$ cat src/rtl/if_prefetch.sv
// Instruction-fetch front end: PC generator, in-order imem request/response
// port and a DEPTH-entry prefetch queue feeding decode under valid/ready.
module if_prefetch #(
  parameter int XLEN  = 32,
  parameter int ILEN  = 32,
  parameter int DEPTH = 4,
  parameter logic [XLEN-1:0] RESET_PC = '0
) (
  input  logic            clk_i,
  input  logic            rst_i,
  input  logic            redirect_i,
  input  logic [XLEN-1:0] redirect_pc_i,
  output logic            imem_req_o,
  output logic [XLEN-1:0] imem_addr_o,
  input  logic            imem_gnt_i,
  input  logic            imem_rvalid_i,
  input  logic [ILEN-1:0] imem_rdata_i,
  input  logic            imem_err_i,
  output logic            inst_valid_o,
  output logic [ILEN-1:0] inst_data_o,
  output logic [XLEN-1:0] inst_pc_o,
  output logic            inst_err_o,
  input  logic            inst_ready_i
);

  localparam int AW = $clog2(DEPTH);
  localparam int CW = AW + 1;
  localparam logic [XLEN-1:0] STEP       = XLEN'(ILEN / 8);
  localparam logic [XLEN-1:0] ALIGN_MASK = ~XLEN'(ILEN / 8 - 1);
  localparam logic [CW:0]     CREDITS    = (CW + 1)'(DEPTH);

  logic [XLEN-1:0] fetch_pc;

  logic [XLEN-1:0] q_pc   [DEPTH];
  logic [ILEN-1:0] q_data [DEPTH];
  logic            q_err  [DEPTH];
  logic [AW-1:0]   q_rd, q_wr;
  logic [CW-1:0]   q_count;

  logic [XLEN-1:0] pf_pc [DEPTH];
  logic [AW-1:0]   pf_rd, pf_wr;

  logic [CW-1:0]   inflight, discard, inflight_next;
  logic [CW:0]     credit_used;
  logic            grant, resp, drop, push, pop;

  // Queued entries plus in-flight fetches never exceed DEPTH, so a response
  // always finds room in the queue.
  assign credit_used   = {1'b0, q_count} + {1'b0, inflight};
  assign imem_req_o    = !rst_i && !redirect_i && (credit_used < CREDITS);
  assign imem_addr_o   = fetch_pc;

  assign grant         = imem_req_o && imem_gnt_i;
  assign resp          = imem_rvalid_i;
  assign drop          = (discard != '0);
  assign push          = resp && !drop && !redirect_i;
  assign pop           = (q_count != '0) && inst_ready_i && !redirect_i;
  assign inflight_next = inflight + CW'(grant) - CW'(resp);

  assign inst_valid_o  = (q_count != '0);
  assign inst_pc_o     = q_pc[q_rd];
  assign inst_data_o   = q_data[q_rd];
  assign inst_err_o    = q_err[q_rd];

  // NOTE: sequential state uses non-blocking assignments so every register
  // samples pre-edge values, independent of statement order.
  always_ff @(posedge clk_i) begin
    if (rst_i) begin
      fetch_pc <= RESET_PC;
      inflight <= '0;
      discard  <= '0;
      pf_rd    <= '0;
      pf_wr    <= '0;
      q_rd     <= '0;
      q_wr     <= '0;
      q_count  <= '0;
    end else begin
      inflight <= inflight_next;
      if (grant) pf_wr <= pf_wr + AW'(1);
      if (resp)  pf_rd <= pf_rd + AW'(1);
      if (redirect_i) begin
        // Everything still outstanding after this cycle belongs to the old stream.
        fetch_pc <= redirect_pc_i & ALIGN_MASK;
        discard  <= inflight_next;
        q_rd     <= '0;
        q_wr     <= '0;
        q_count  <= '0;
      end else begin
        if (grant)        fetch_pc <= fetch_pc + STEP;
        if (resp && drop) discard  <= discard - CW'(1);
        if (push)         q_wr     <= q_wr + AW'(1);
        if (pop)          q_rd     <= q_rd + AW'(1);
        q_count <= q_count + CW'(push) - CW'(pop);
      end
    end
  end

  // NOTE: the queue storage is reset because its head drives decode outputs
  // that must read zero out of reset; the PC FIFO is not, as every entry is
  // written on grant before its response can read it.
  always_ff @(posedge clk_i) begin
    if (rst_i) begin
      for (int i = 0; i < DEPTH; i++) begin
        q_pc[i]   <= '0;
        q_data[i] <= '0;
        q_err[i]  <= 1'b0;
      end
    end else if (push) begin
      q_pc[q_wr]   <= pf_pc[pf_rd];
      q_data[q_wr] <= imem_rdata_i;
      q_err[q_wr]  <= imem_err_i;
    end
  end

  always_ff @(posedge clk_i) begin
    if (grant) pf_pc[pf_wr] <= fetch_pc;
  end

endmodule

$ cat config.mk
export PLATFORM = sky130hd
export DESIGN_NAME = if_prefetch
export DESIGN_NICKNAME = d
export VERILOG_FILES = /design/src/rtl/if_prefetch.sv
export SDC_FILE = /design/constraint.sdc
export NUM_CORES = 1
export LEC_CHECK = 0
export CORE_MARGIN = 3
export CORE_UTILIZATION = 57
export CTS_CLUSTER_SIZE = 24
export DETAILED_ROUTE_END_ITERATION = 10
export HOLD_SLACK_MARGIN = 0.08
export PLACE_DENSITY = 0.8
export SLEW_MARGIN = 30
export SYNTH_ARGS = -nofsm -noshare
export SYNTH_HDL_FRONTEND = slang
export SYNTH_SLANG_ARGS = --single-unit
$ cat constraint.sdc
create_clock -name clk_i -period 7.9 [get_ports clk_i]
set_clock_uncertainty 0.1 [all_clocks]
set_input_delay 2.37 -clock clk_i [delete_from_list [all_inputs] [get_ports clk_i]]
set_output_delay 2.37 -clock clk_i [all_outputs]
set_load 0.1 [all_outputs]
== Yosys cells after proc, flatten, opt, wreduce, memory -nomap -nowiden ==
Memory sizes are Yosys's and may differ from the RTL's. A register that Yosys moved wholly into a read port is not among the register bits.
Cells that the tools add are included.
Storage, ports and cells
  register bits: 49
  memory bits (writable): 388
  bits of input ports: 71
  output and inout port bits: 99
  word-level logic and storage cells: 72
  memories kept: 4
Operators by class
  $add $sub $neg: 11
  $lt $le $gt $ge: 1
  mux-type cells: 28
  reduce and logical (&&, ||, !) cells: 19
Memories
  pf_pc: depth 4, bits a word 32, read ports 1, clocked after memory_dff 1, write ports 1, RTL line 40  | logic [XLEN-1:0] pf_pc [DEPTH];
  q_data: depth 4, bits a word 32, read ports 1, clocked after memory_dff 1, write ports 4, RTL line 35  | logic [ILEN-1:0] q_data [DEPTH];
  q_pc: depth 4, bits a word 32, read ports 1, clocked after memory_dff 1, write ports 4, RTL line 34  | logic [XLEN-1:0] q_pc [DEPTH];
  q_err: depth 4, bits a word 1, read ports 1, clocked after memory_dff 1, write ports 4, RTL line 36  | logic q_err [DEPTH];
Operator list (count)
  two-way mux 32 bit: 4
  OR reduction 32 bit: 2
  adder 32 x 3 -> 32 bit (second input constant): 1
  two-way mux 2 bit: 11
  two-way mux 1 bit: 11
  adder 2 x 1 -> 2 bit (second input constant): 4
  logical AND 1 bit: 8
  adder 3 x 1 -> 3 bit: 2
  two-way mux 3 bit: 2
  nonzero test 3 bit: 2
  subtractor 3 x 1 -> 3 bit: 2
  adder 3 x 3 -> 4 bit: 1
  < comparator 4 x 3 -> 1 bit (second input constant): 1
  nonzero test 2 bit: 2
  zero test 1 bit: 3
  subtractor 3 x 1 -> 3 bit (second input constant): 1
  OR reduction 2 bit: 1
  OR reduction 1 bit: 1

== Depth between registers and ports, before layout ==
  word-level depth: 9
  mapped depth: 12
  gate-level depth less buffers: 11

== Least setup slack after synthesis ==
OpenSTA, ideal clock, no wires.
  path type: input port to output port
  start point: in rst_i
  end point: out imem_req_o
  arrival time: 4851 ps
  data required time: 5430 ps
  path slack: 579 ps
  cell stages on the path: 3
  path buffers: 1
  cell sequence: or2_2 > buf_2 > nor3_1
On the way
  word-level cells in the longest chain between the ends: 3
Ends and longest elaborated chain
  start: declaration: RTL line 10  | input logic rst_i,
  zero test 1 bit: RTL line 50  | assign imem_req_o = !rst_i && !redirect_i && (credit_used < CREDITS);
  logical AND 1 bit (2 in a row): RTL line 50
  end: declaration: RTL line 13  | output logic imem_req_o,
No other way between the ends.

== Worst setup path after layout ==
  start point: in redirect_i
  end point: out imem_req_o
On the way
  word-level cells in the longest chain between the ends: 3
Ends and longest elaborated chain
  start: declaration: RTL line 11  | input logic redirect_i,
  zero test 1 bit: RTL line 50
  logical AND 1 bit (2 in a row): RTL line 50
No other way between the ends.

==> metrics <==
status finished clean; cell area after layout ~21000 µm²; count leader, synth edfxtp_1; core area 30000 µm²; share of the synthesized area in the top cell type 63.8%; CP startpoint kind input port; Synth top cells by count edfxtp_1 (372), nor2_1 (195), nand2_1 (101), mux4_2 (93), inv_1 (80); GR Overflow Total 0; Hold Fails Final Rpt 0; Comb pwr share 14.3%; area used by multi-input combinational logic 4800 µm²; MaxCap Viol Count 0; Tcrit/Tclk final 81.7%; Slew Limit Fails 0; Fillers between 1500 and 2000; CTS tree yes; die span in y approximately 180 µm; fin nets 1428; final-report setup violation count 0; switch share 26.6%; Setup Buffers After CTS 0; WP data required about 5.4 ns; Seq pwr share 48.2%; relative slew slack a little under a third; First-pass DRT Iterations 5; vias in the first global route 10601; clock buffer count from CTS 44; first-pass GRT wire length roughly 58000 µm; Worst Path Arrival 3.99 ns; die width 181 µm; initial antenna violation count 0; post-cts resize count 0; # DRC 0; Tightest Hold Check Type reg -> reg; Reg clk slew, reported paths approximately 0.06 ns; final worst slack ~1.4 ns; Syn Area/Cell 14.9 µm²; die area 32900 µm²; WP buf/inv 3; global placement routability congestion about 0.85; Cells after Synth 1176; share of layout cells above drive strength 1 15.2%; Crit Path Category in -> out; mapped cell area 17500 µm²; library cells used by synthesis 55; #FFs+latches synth 423; Core Util, Final 70.2%; Crit. End Element output port; worst stage delay on the critical path 0.43 ns; sequential fraction of the synthesis area a little over two thirds; Top-Level Pins 170; Ys Warns 0; ys flop type edfxtp_1; Root Driver clkbuf_16; final WL ~37000 µm; Fin Hold WS 0.416 ns; Post-synth EDFFs 372; Worst-Skew Late Latency 0.54 ns; Via Count 10343; Vias/cell 5.85; Int Power 0.00398 W; Post-DP HPWL 22500 µm; kind of cell adding the most delay to the critical path buffers and inverters; Reg area about 12000 µm²; standby leakage power 7.64 nW; Starting DRT DRC Count about 700; antenna cell count 0; leading area contributor after synthesis edfxtp_1; clock power share 37.4%; NetSw 0.00144 W; Area growth syn-to-layout 20.1%; Tightest Pin Transition 1.04 ns; remaining antenna violation count 0; Initial Utilization 58.5%; Port-buffer cells 163; Tot GR Track Use 22.6%; hold buffer count at CTS 0; PD cells roughly 260 nW/µm²; top cells by area, synth edfxtp_1 (64%), mux4_2 (12%), dfxtp_1 (5.8%); clock sinks approximately 420; max frequency roughly 150 MHz; FP Rows 63; Clock Path Buffers 3; Post-synth ARST share 0%; peak supply drop 0.171 mV; slowest CP cell or2_2; final worst path period need between 6 and 7 ns; largest net degree at the start of global routing 65; Wirelength per Cell between 20 and 25 µm; largest fanout on the critical path 31; Placed Instance Area 19600 µm²; post-place setup slack 1.46 ns; unrepaired setup endpoints after global routing no; cells along the critical path clkdlybuf4s50_1 > buf_4 > or2_2 > nor3_1 > buf_12; setup TNS 0 ns; H-tree lvl count 2
-- tightest hold or removal path, cell delays in order, from the launching register on --
cell and delay (ns):
dfxtp_1 0.35, nand2_1 0.07, a21oi_1 0.05
-- through the flow --
| step | total power (W) | std cells |
|---|---|---|
| after CTS | 0.00546 | 1766 |
| after global placement | 0.00343 | 1684 |
| after detailed placement | 0.00344 | 1685 |
| after floorplan | 0.00322 | 1179 |
| final | 0.00542 | 1767 |
| after global routing | 0.00559 | 1767 |
-- metal layers --
layer / wire (µm) / track usage [%]
met1: 15000 / 31.1
met2: 18600 / 37.8
met3: 2930 / 4.15
met4: 674 / 6.09
met5: 0 / 0
-- power by group through the flow --
stage          Clock, W  Sequential (W)  Combinational (W)
2_1_floorplan         0         0.00271           0.000514
3_3_place_gp          0         0.00265           0.000774
3_5_place_dp          0         0.00266           0.000781
4_1_cts         0.00206         0.00261           0.000785
5_1_grt         0.00215         0.00263           0.000816
6_report        0.00203         0.00261           0.000778
-- path summary, 6_finish.rpt --
kind	endpoint	cells after the start	slack, ns	startpoint
max reg2reg	discard[2]	11	4.50	q_count[1]
min reg2reg	pf_wr[1]	2	0.42	pf_wr[1]
max	imem_req_o	5	1.44	redirect_i
min	pf_wr[1]	2	0.42	pf_wr[1]
-- cell type report --
class	instances	share of cell area [%]
clock buffers	59	5.70
clock inverters	22	1.11
inverters	81	1.45
multi-input cells	606	22.8
flip-flops and latches	423	58.0
well taps	390	2.32
repair buffers	186	8.61
-- sequential cells by signal (all words and copies together), names as in the netlist, named ones only --
signal and count:
q_data 128, pf_pc 120, q_pc 120, imem_addr_o 30
q_err 4, discard 3, inflight 3, q_count 3
pf_rd 2, pf_wr 2, q_rd 2, q_wr 2
-- logic make-up (layout without fill, tap and decap cells) --
family,after synthesis,after routing,share of synthesized area (%)
DFF,423,423,69.6
and+or+nand+nor,398,398,10.1
buffers and inverters,150,348,3.36
muxes,94,94,12.0
AOI/OAI and AO/OA,82,82,3.11
adders and majority gates,15,15,1.16
xor gates and xnor gates,13,13,0.650
other,1,4,0.0214
-- layout by cell type, fill, tap and decap left out, drive strengths merged, types with 4 or more instances in the layout --
cell,netlist,routed
ha,13,13
or4,4,4
and3,5,5
nand3,14,14
dfxtp,51,51
a31oi,13,13
and2,36,36
nand2,101,101
inv,81,85
o21ai,15,15
buf,23,31
o211ai,5,5
or3,7,7
edfxtp,372,372
clkdlybuf4s50,0,155
xnor2,9,9
clkbuf,46,59
or2,4,4
nor3,9,9
bufinv,0,4
nand4,12,12
conb,1,4
xor2,4,4
clkinv,0,11
nor2,195,195
mux4,93,93
a21oi,18,18
Power figures use the tool's default switching activity.
